$ cat src/rtl/resource_share_arbiter_pkg.sv
// Shared types for the resource-share arbiter: requester state encoding,
// issue-tag layout and the requester-id width helper.
package share_arb_pkg;

   typedef enum logic [1:0] {
      ST_IDLE   = 2'd0,
      ST_PEND   = 2'd1,
      ST_FLIGHT = 2'd2
   } req_state_e;

   // Up to 16 requesters, so four id bits always suffice in the tag.
   localparam int MAX_ID_W = 4;

   function automatic int id_width(input int n);
      return (n <= 2) ? 1 : $clog2(n);
   endfunction

   typedef struct packed {
      logic                valid;
      logic [MAX_ID_W-1:0] id;
   } tag_t;

endpackage

$ cat src/rtl/resource_share_arbiter_rr_arbiter.sv
// Combinational round-robin arbiter: picks the first eligible requester at or
// after rr_ptr_i, at most one grant, and none while enable_i is low.
module rr_arbiter
   import share_arb_pkg::*;
#(
   parameter int NUM_REQ = 4
) (
   input  logic [NUM_REQ-1:0]           eligible_i,
   input  logic                         enable_i,
   input  logic [id_width(NUM_REQ)-1:0] rr_ptr_i,
   output logic [NUM_REQ-1:0]           grant_o,
   output logic [id_width(NUM_REQ)-1:0] grant_id_o,
   output logic                         any_grant_o
);

   localparam int ID_W = id_width(NUM_REQ);

   always_comb begin
      logic [ID_W-1:0] idx;
      grant_o     = '0;
      grant_id_o  = '0;
      any_grant_o = 1'b0;
      idx         = '0;
      for (int off = 0; off < NUM_REQ; off++) begin
         idx = ID_W'((int'(rr_ptr_i) + off) % NUM_REQ);
         if (enable_i && !any_grant_o && eligible_i[idx]) begin
            grant_o[idx] = 1'b1;
            grant_id_o   = idx;
            any_grant_o  = 1'b1;
         end
      end
   end

endmodule

$ cat src/rtl/resource_share_arbiter.sv
// Shares one fixed-latency pipelined resource among NUM_REQ FSMs: round-robin
// issue, tag pipeline to route each result back, and per-FSM stall.
module resource_share_arbiter
   import share_arb_pkg::*;
#(
   parameter int NUM_REQ = 4,
   parameter int DATA_W  = 32,
   parameter int LAT     = 3
) (
   input  logic                      clk,
   input  logic                      reset,
   input  logic [NUM_REQ-1:0]        req_valid,
   input  logic [NUM_REQ*DATA_W-1:0] req_op_a,
   input  logic [NUM_REQ*DATA_W-1:0] req_op_b,
   output logic [NUM_REQ-1:0]        fsm_stall,
   output logic [NUM_REQ-1:0]        rsp_valid,
   output logic [DATA_W-1:0]         rsp_data,
   input  logic                      res_ready,
   output logic                      res_issue,
   output logic [DATA_W-1:0]         res_op_a,
   output logic [DATA_W-1:0]         res_op_b,
   input  logic [DATA_W-1:0]         res_result
);

   localparam int ID_W = id_width(NUM_REQ);

   req_state_e         state_q [NUM_REQ];
   logic [ID_W-1:0]    rr_ptr_q;
   logic [ID_W-1:0]    rr_ptr_d;
   tag_t               tag_q [LAT];
   tag_t               tag_d;
   tag_t               tag_last;
   logic [NUM_REQ-1:0] eligible;
   logic [NUM_REQ-1:0] grant;
   logic [ID_W-1:0]    grant_id;
   logic               any_grant;

   genvar gi;
   generate
      for (gi = 0; gi < NUM_REQ; gi++) begin : g_req
         // Ops already in flight are masked so a held request is not reissued.
         assign eligible[gi]  = req_valid[gi] && (state_q[gi] != ST_FLIGHT);
         assign rsp_valid[gi] = reset && tag_last.valid && (tag_last.id == MAX_ID_W'(gi));
      end
   endgenerate

   rr_arbiter #(
      .NUM_REQ (NUM_REQ)
   ) u_rr_arbiter (
      .eligible_i  (eligible),
      .enable_i    (res_ready & reset),
      .rr_ptr_i    (rr_ptr_q),
      .grant_o     (grant),
      .grant_id_o  (grant_id),
      .any_grant_o (any_grant)
   );

   assign res_issue = any_grant;

   always_comb begin
      res_op_a = '0;
      res_op_b = '0;
      for (int i = 0; i < NUM_REQ; i++) begin
         if (grant[i]) begin
            res_op_a = req_op_a[i*DATA_W +: DATA_W];
            res_op_b = req_op_b[i*DATA_W +: DATA_W];
         end
      end
   end

   always_comb begin
      rr_ptr_d = rr_ptr_q;
      if (any_grant) begin
         rr_ptr_d = (grant_id == ID_W'(NUM_REQ - 1)) ? '0 : grant_id + 1'b1;
      end
   end

   assign tag_d.valid = any_grant;
   assign tag_d.id    = MAX_ID_W'(grant_id);
   assign tag_last    = tag_q[LAT-1];

   assign rsp_data  = (reset && tag_last.valid) ? res_result : '0;
   assign fsm_stall = reset ? (req_valid & ~rsp_valid) : '0;

   always_ff @(posedge clk) begin
      if (!reset) begin
         rr_ptr_q <= '0;
         for (int i = 0; i < NUM_REQ; i++) begin
            state_q[i] <= ST_IDLE;
         end
         for (int k = 0; k < LAT; k++) begin
            tag_q[k] <= '0;
         end
      end else begin
         rr_ptr_q <= rr_ptr_d;
         for (int i = 0; i < NUM_REQ; i++) begin
            if (rsp_valid[i]) begin
               state_q[i] <= ST_IDLE;
            end else if (grant[i]) begin
               state_q[i] <= ST_FLIGHT;
            end else if (state_q[i] != ST_FLIGHT) begin
               state_q[i] <= req_valid[i] ? ST_PEND : ST_IDLE;
            end
         end
         // The tag line advances every cycle, independent of res_ready.
         tag_q[0] <= tag_d;
         for (int k = 1; k < LAT; k++) begin
            tag_q[k] <= tag_q[k-1];
         end
      end
   end

endmodule

$ cat config.mk
export PLATFORM = sky130hd
export DESIGN_NAME = resource_share_arbiter
export DESIGN_NICKNAME = d
export VERILOG_FILES = /design/src/rtl/resource_share_arbiter_pkg.sv /design/src/rtl/resource_share_arbiter_rr_arbiter.sv /design/src/rtl/resource_share_arbiter.sv
export SDC_FILE = /design/constraint.sdc
export NUM_CORES = 1
export LEC_CHECK = 0
export CAP_MARGIN = 5
export CORE_AREA = 2 2 157 159
export CTS_CLUSTER_SIZE = 24
export DETAILED_ROUTE_END_ITERATION = 12
export DIE_AREA = 0 0 159 161
export PLACE_DENSITY_LB_ADDON = 0.08
export SLEW_MARGIN = 20
export SYNTH_ARGS = -nofsm -noshare
export SYNTH_HDL_FRONTEND = slang
export SYNTH_SLANG_ARGS = --single-unit
$ cat constraint.sdc
create_clock -name clk -period 5.15 [get_ports clk]
set_input_delay 0.515 -clock clk [delete_from_list [all_inputs] [get_ports clk]]
set_output_delay 0.515 -clock clk [all_outputs]
set_load 0.005 [all_outputs]
Word-level counts from Yosys, hierarchy flattened. Memories as Yosys holds them, arrays and structs flattened. Index checks and enable logic that the tools add are counted.

Flip-flop bits (word level): 2. Latch bits: 0. RAM bits: 23. ROM bits: 0. Input port bits: 295. Output and inout bits: 105. Word-level logic and storage cells: 176. Memories: 2.

Memories: tag_q (words 3, width 5, rd ports 3, clocked after memory_dff 0, write ports 3, line resource_share_arbiter.sv:30) `tag_t tag_q [LAT];`; state_q (words 4, width 2, rd ports 4, clocked after memory_dff 0, write ports 4, line resource_share_arbiter.sv:27) `req_state_e state_q [NUM_REQ];`.

Add/sub/neg operators: 4. Multiply operators: 0. Divide/modulo/power cells: 0. Order comparisons: 8. Equal/unequal tests: 8. Shift-type cells: 0. Muxes and demuxes: 108. Bitwise logic cells: 21. Reduce and logical (&&, ||, !) cells: 24.

Operator list (number): $mux 32 (9); $mux 1 (66); $mux 2 (17); $logic_and 1x1->1 (20); $mux 4 (5); $mux 5 (3); $or 1x1->1 (15); $lt 2x3->1 const B (4); $or 4x4->4 (3); $bmux 1 s2 (4); $demux 1 s2 (4); $eq 4x2->1 const B (2); $ge 2x1->1 const B (4); $ne 2x2->1 const B (4); $add 2x1->2 const B (2); $add 2x2->2 const B (2); $and 4x4->4 (1); $eq 4x1->1 const B (1); $logic_not 4->1 (1); $not 4->4 (1); $logic_not 1->1 (3); $eq 2x2->1 const B (1); $and 1x1->1 (1).

Logic depth before layout (Yosys ltp). Gate-level depths: netlist of the first run. An unclocked memory read counts as a cell.

Depth in word-level cells: 25. Mapped depth: 12. Gate-level depth less buffers: 9.

Modules after synthesis. From an unflattened synthesis of the first run, not the netlist that was laid out.

Cell total of the unflattened synthesis: 417. Area, all modules: 3763.6 sq um.

Modules (own cells, without submodules): resource_share_arbiter (times used 1, cells an instance 350, area an instance 3185.6 sq um, sequential area each 460.4 sq um); rr_arbiter (times used 1, cells an instance 67, area an instance 578.1 sq um, sequential area each 0.0 sq um).

Worst setup path before layout of the first run. Ideal clock, no wire load.

Kind: register -> output. Start point: reg rr_ptr_q[1]. End point: out res_op_a[0]. Data arrival time: 2766 ps. Required time: 4635 ps. Path slack: 1869 ps. Cell stages (with the launch flop): 12. Buffers on the path: 2. Cell sequence: dfxtp_1 inv_1 ha_1 nand2b_1 o221a_4 o31ai_4 o32ai_1 a311o_1 and2_1 buf_6 buf_6 a221oi_2.

Longest elaborated chain between the ends: 20. Elaborated cells on any way between the ends: 55. Those cells by class: 3 x add/sub; 8 x order compare; 27 x mux; 3 x bitwise; 14 x reduce/logical.

Ends and longest elaborated chain: start: declaration (line resource_share_arbiter.sv:28) `logic [ID_W-1:0] rr_ptr_q;`; start signal: assignment (line resource_share_arbiter.sv:95) `rr_ptr_q <= rr_ptr_d;`; branches (longest 15 deep; another with $lt 2x3->1); $mux 4 * (line resource_share_arbiter_rr_arbiter.sv:26) `if (enable_i && !any_grant_o && eligible_i[idx]) begin`; $mux 32 (3 in a row) (line resource_share_arbiter.sv:64) `if (grant[i]) begin`; $mux 32 * (line resource_share_arbiter.sv:64); end: declaration (line resource_share_arbiter.sv:20) `output logic [DATA_W-1:0] res_op_a,`.

Mark *: on every way between the ends. The select of a mux whose other input is x is not followed.

Final worst setup path of the first run.
Start point: reg rr_ptr_q[1]. End point: out res_op_b[31].

Longest elaborated chain between the ends: 20. Elaborated cells on any way between the ends: 55. Those cells by class: 3 x add/sub; 8 x order compare; 27 x mux; 3 x bitwise; 14 x reduce/logical.

Ends and longest elaborated chain: branches (longest 15 deep; another with $lt 2x3->1); $mux 4 * (line resource_share_arbiter_rr_arbiter.sv:26); $mux 32 (3 in a row) (line resource_share_arbiter.sv:64); $mux 32 * (line resource_share_arbiter.sv:64); end: declaration (line resource_share_arbiter.sv:21) `output logic [DATA_W-1:0] res_op_b,`.

Marked as above.

==> flow_summary.yaml, run 1 <==
clock_network:
  clockRootBuffer: "clkbuf_16"
  cts_tree: "built"
  hold_buffers: 0
  clock_sinks: 19
  clk_latency_ns: 0.25
  htreeDepth: 1
  cts_buffers: 3
  clk_pin_slew_ns: 0.06
  cts_post_setup_buffers_inserted: 0
  clockBufferDepth: 2
worst_setup_path:
  criticalPathCategory: "reg2out"
  cp-end-kind: "output pin"
  worstPathRequired_ns: 4.64
  rrSetupSlack_ns: 1.72
  cp.arrival_ns: 4.32
  worstSetupStartpointType: "flip-flop"
  crit_fanout: 37
die:
  io_pins: 400
  core_mm2: 0.0240
  die_x_um: 159
  initial_core_util_pct: 17.5
  rows: 57
  dieArea_mm2: 0.0256
  die_h_um: 161
synth:
  synth_seq_cells: 19
  synth_area_mm2: 0.00419
  yosys_warnings: 0
  yosys.area_share.simple_pct: 28.0
  syn_avg_cell_area_um2: 7.30
  synth_fa_ha_area_share_pct: 2.09
  synth_mux_area_share_pct: 1.02
  synthCells: 574
  yosysSeqAreaShare_pct: 11.0
  yosys.cell_types.count: 59
  synth_xor_xnor_area_share_pct: 0.209
  synthArstFlopShare_pct: 0
  synth_compound_area_share_pct: 42.7
  synth-edff-count: 8
  synth_top_family_by_area: "compound AO/OA/AOI/OAI gates"
  ys.flop_type: "dfxtp_1"
  syn_nets: 876
detailed_routing:
  drt_pass1_iterations: 5
  routed_wl_mm: 23.9
  viasPerCell: 4.68
  final_antenna_net_count: 0
  wl_per_cell_um: 19.0
  drtIter0Drc: 326
  via_count: 5870
  drc: 0
global_routing:
  grt_pass1_wl_mm: 35.8
  grt_max_degree: 68
  grt_util_met2_pct: 31.5
  track_usage_pct: 17.4
  gr-usage-met1_pct: 20.9
  gr-total-overflow: 0
  top_usage_layer: "met2"
  globalRouteMet3Util_pct: 4.62
  antenna_found_initial: 0
  grt_pass1_vias: 5955
sta:
  period_minus_slack_ns: 4.83
  holdWs_ns: 0.433
  skew_ns: 0.00338
  finalCritPeriodShare_pct: 93.8
  slew_violations: 0
  setup_tns_ns: 0
  fin_ws_ns: 0.317
  finalHoldViolCount: 0
  clock.fmax_mhz: 207
  slew_headroom_pct: 52.7
  setup_violations: 0
  rsz0062_at_grt: "false"
  worst_pin_slew_ns: 0.709
place:
  numPortBuffers: 399
  pre_cts_slack_ns: 0.481
  hpwlAfterDp_mm: 18.4
  routabilityCongestion: 0.859
power:
  p_per_area_mw_per_mm2: 284
  leakage_nw: 3.18
  ir_worst_vdd_mv: 0.114
finish:
  drive_above_1_share_pct: 10.3
  final_cell_mix: "clkdlybuf4s50_1 (399), inv_1 (75), nor2_1 (74)"
  syn_to_final_growth_pct: 104
  final_common_cell: "clkdlybuf4s50_1"
  n_antenna_cell: 0
  layout.nets: 1233
worst_hold_path:
  hp-class: "reg2reg"
outcome:
  status: "finished clean"
flow_run:
  cap_violations: 0
## critical path, cell delays in order, from the launching register on
cell and delay (ns):
dfxtp_1 0.53, inv_1 0.17, ha_2 0.52, nand2_1 0.10, o221a_4 0.29, o31ai_4 0.34
o32ai_1 0.15, a311o_2 0.41, and2_4 0.35, buf_4 0.30, a221oi_1 0.32, clkdlybuf4s50_1 0.56
## area by class of cell
type	instances	area (um2)
Clock buffer	3	75.1
Clock inverter	1	6.26
Fill cell	2598	15400
Inverter	76	285
Multi-Input combinational cell	418	3130
Sequential cell	19	460
Tap cell	324	405
Timing Repair Buffer	413	4170
## timing repair
item	CTS	global route
resized for setup	0	1
setup endpoints to repair	0	1
hold endpoints to repair	0	0
## final timing paths
| path | start | cells past startpoint | to |
|---|---|---|---|
| worst max-delay path | rr_ptr_q[1]$_SDFFE_PN0P_ | 11 | res_op_b[31] |
| worst max register to register | rr_ptr_q[1]$_SDFFE_PN0P_ | 9 | state_q[2][1]$_SDFFCE_PP0P_ |
| worst min register to register | tag_q[0][9]$_SDFF_PN0_ | 1 | tag_q[0][14]$_SDFF_PN0_ |
| worst min-delay path | tag_q[0][9]$_SDFF_PN0_ | 1 | tag_q[0][14]$_SDFF_PN0_ |
## synth_stat cells (all sizes together), types with 3 or more instances
library cell / count / area, um2
a211oi: 66 / 508
nand2b: 7 / 46.3
clkbuf: 29 / 109
inv: 76 / 285
o32ai: 3 / 26.3
o211ai: 5 / 42.5
o21ai: 3 / 15.0
buf: 32 / 234
nand2: 22 / 82.6
nor2: 74 / 278
ha: 7 / 87.6
nor3: 8 / 40.0
nand3: 65 / 325
a21oi: 3 / 18.8
and3: 32 / 200
dfxtp: 11 / 220
or3: 6 / 37.5
and2: 12 / 75.1
a221oi: 66 / 953
nor2b: 3 / 21.3
edfxtp: 8 / 240
o311ai: 3 / 26.3
## registers in the layout, indices dropped and copies added, names as in the netlist, named ones only
register,cells
state_q,8
rr_ptr_q,1
tag_q,9
## metal layers
layer	vias up	share of wire [%]
met1	2677	41
li1	2860	-
met5	-	0
met2	310	49
met3	23	8.5
met4	0	1.5
## kinds of logic after synthesis
kind of cell	after synthesis
xor gates and xnor gates	1
adders and majority gates	7
muxes	3
and+or+nand+nor	239
AOI/OAI and AO/OA	168
buffers and inverters	137
DFF	19
## metrics by stage
stage	cells	power (mW)	util [%]	instance area (um2)
6_report	1254	2.43	35.6	8540
5_1_grt	1254	2.59	35.6	8540
4_1_cts	1254	2.45	35.6	8530
3_5_place_dp	1250	2.27	35.3	8450
3_3_place_gp	1250	2.30	35.3	8450
2_1_floorplan	574	1.25	-	4190
## report_power, final
group / internal, mW / switching [mW] / total, mW
combinational: 1.12 / 0.932 / 2.05
sequential: 0.193 / 0.0196 / 0.212
clock: 0.105 / 0.0608 / 0.166
No activity file was read; power rests on OpenSTA's default activity.
==> run 2, diff against run 1 <==
--- a/config.mk
+++ b/config.mk
@@ -7,6 +7,7 @@
 export LEC_CHECK = 0
 export CAP_MARGIN = 5
 export CORE_AREA = 2 2 157 159
+export CTS_BUF_LIST = sky130_fd_sc_hd__clkbuf_8
 export CTS_CLUSTER_SIZE = 24
 export DETAILED_ROUTE_END_ITERATION = 12
 export DIE_AREA = 0 0 159 161
==> flow_summary.yaml, run 2 (same netlist as run 1, synthesis figures left out) <==
die:
  core_mm2: 0.0240
  die_h_um: 161
  initial_core_util_pct: 17.5
  dieArea_mm2: 0.0256
  io_pins: 400
  die_x_um: 159
  rows: 57
worst_setup_path:
  crit_fanout: 37
  criticalPathCategory: "reg2out"
  cp.arrival_ns: 4.32
  worstSetupStartpointType: "flip-flop"
  worstPathRequired_ns: 4.64
  cp-end-kind: "output pin"
finish:
  top_register: "tag_q"
  final_cell_mix: "clkdlybuf4s50_1 (399), inv_1 (75), nor2_1 (74)"
  n_antenna_cell: 0
  final_common_cell: "clkdlybuf4s50_1"
  reg.largest.list: "tag_q: 9 flops, state_q: 8 flops, rr_ptr_q: 1 flops"
  layout.nets: 1233
  drive_above_1_share_pct: 10.3
  largest_register_ffs: 9
  fin_area_mm2: 0.00850
  final_cell_count_no_fill: 1254
  syn_to_final_growth_pct: 103
sta:
  skew_ns: 0.00445
  setup_tns_ns: 0
  fin_ws_ns: 0.317
  worst_pin_slew_ns: 0.712
  finalHoldViolCount: 0
  slew_violations: 0
  finalCritPeriodShare_pct: 93.8
  rsz0062_at_grt: "false"
  setup_violations: 0
  slew_headroom_pct: 52.6
  period_minus_slack_ns: 4.83
  clock.fmax_mhz: 207
detailed_routing:
  drtIter0Drc: 377
  final_antenna_net_count: 0
  drt_pass1_iterations: 5
  drc: 0
  routed_wl_mm: 23.8
  viasPerCell: 4.70
  wl_per_cell_um: 19.0
  via_count: 5897
global_routing:
  antenna_found_initial: 0
  grt_max_degree: 68
  grt_pass1_vias: 5956
  track_usage_pct: 17.4
  gr-total-overflow: 0
  grt_pass1_wl_mm: 35.8
clock_network:
  clockBufferDepth: 2
  clock_sinks: 19
  cts_tree: "built"
  clk_pin_slew_ns: 0.08
  cts_post_setup_buffers_inserted: 0
  clockRootBuffer: "clkbuf_8"
  cts_buffers: 3
  htreeDepth: 1
  clk_latency_ns: 0.26
power:
  ir_worst_vdd_mv: 0.113
  p_per_area_mw_per_mm2: 278
  power.total_mw: 2.37
  leakage_nw: 3.16
place:
  routabilityCongestion: 0.859
  placed_cells: 1250
  placed_area_mm2: 0.00845
  hpwlAfterDp_mm: 18.4
  numPortBuffers: 399
  pre_cts_slack_ns: 0.481
flow_run:
  cap_violations: 0
worst_hold_path:
  hp-class: "reg2reg"
outcome:
  status: "finished clean"
run 2: cell counts in the layout (fill, tap and decap cells not counted):
No cell type changed its count.
run 2: path summary, 6_finish.rpt:
check                                               from  depth (start not counted)                     endpoint  slack (ns)
worst max register to register  rr_ptr_q[1]$_SDFFE_PN0P_                          9  state_q[2][1]$_SDFFCE_PP0P_        1.73
worst min-delay path              tag_q[0][9]$_SDFF_PN0_                          1      tag_q[0][14]$_SDFF_PN0_        0.44
worst max-delay path            rr_ptr_q[1]$_SDFFE_PN0P_                         11                 res_op_b[31]        0.32
worst min register to register    tag_q[0][9]$_SDFF_PN0_                          1      tag_q[0][14]$_SDFF_PN0_        0.44
run 2: worst max-delay path, cell delays in order, from the launching register on:
cell             delay, ns
dfxtp_1               0.54
inv_1                 0.17
ha_2                  0.51
nand2_1               0.10
o221a_4               0.29
o31ai_4               0.33
o32ai_1               0.15
a311o_2               0.41
and2_4                0.35
buf_4                 0.30
a221oi_1              0.32
clkdlybuf4s50_1       0.56
run 2: timing repair:
item / 4_1_cts / 5_1_grt
resized for setup: 0 / 1
hold buffers: 0 / 0
endpoints found under the setup margin: 0 / 2
endpoints found under the hold margin: 0 / 0
run 2: metal layers:
| metal | track usage [%] | wire length, um |
|---|---|---|
| met1 | 20.8 | 9760 |
| met5 | 0 | 0 |
| met4 | 3.06 | 367 |
| met2 | 31.5 | 11700 |
| met3 | 4.55 | 1980 |
run 2: layout make-up:
cell class,count,area [um2]
Sequential cell,19,460
Multi-Input combinational cell,418,3130
Fill cell,2600,15500
Tap cell,324,405
Clock buffer,3,41.3
Inverter,76,285
Clock inverter,1,6.26
Timing Repair Buffer,413,4170
run 2: where the power goes:
part           total, mW  switching [mW]  internal [mW]
Combinational       2.05           0.931           1.12
Sequential         0.212          0.0197          0.193
Clock              0.109          0.0542         0.0550
run 2: metrics by stage:
stage | util, % | hold WS [ns]
final | 35.5 | 0.438
after global routing | 35.5 | 0.460
after CTS | 35.5 | 0.439
after detailed placement | 35.3 | 0.418
after global placement | 35.3 | 0.417
after floorplan | - | 0.412
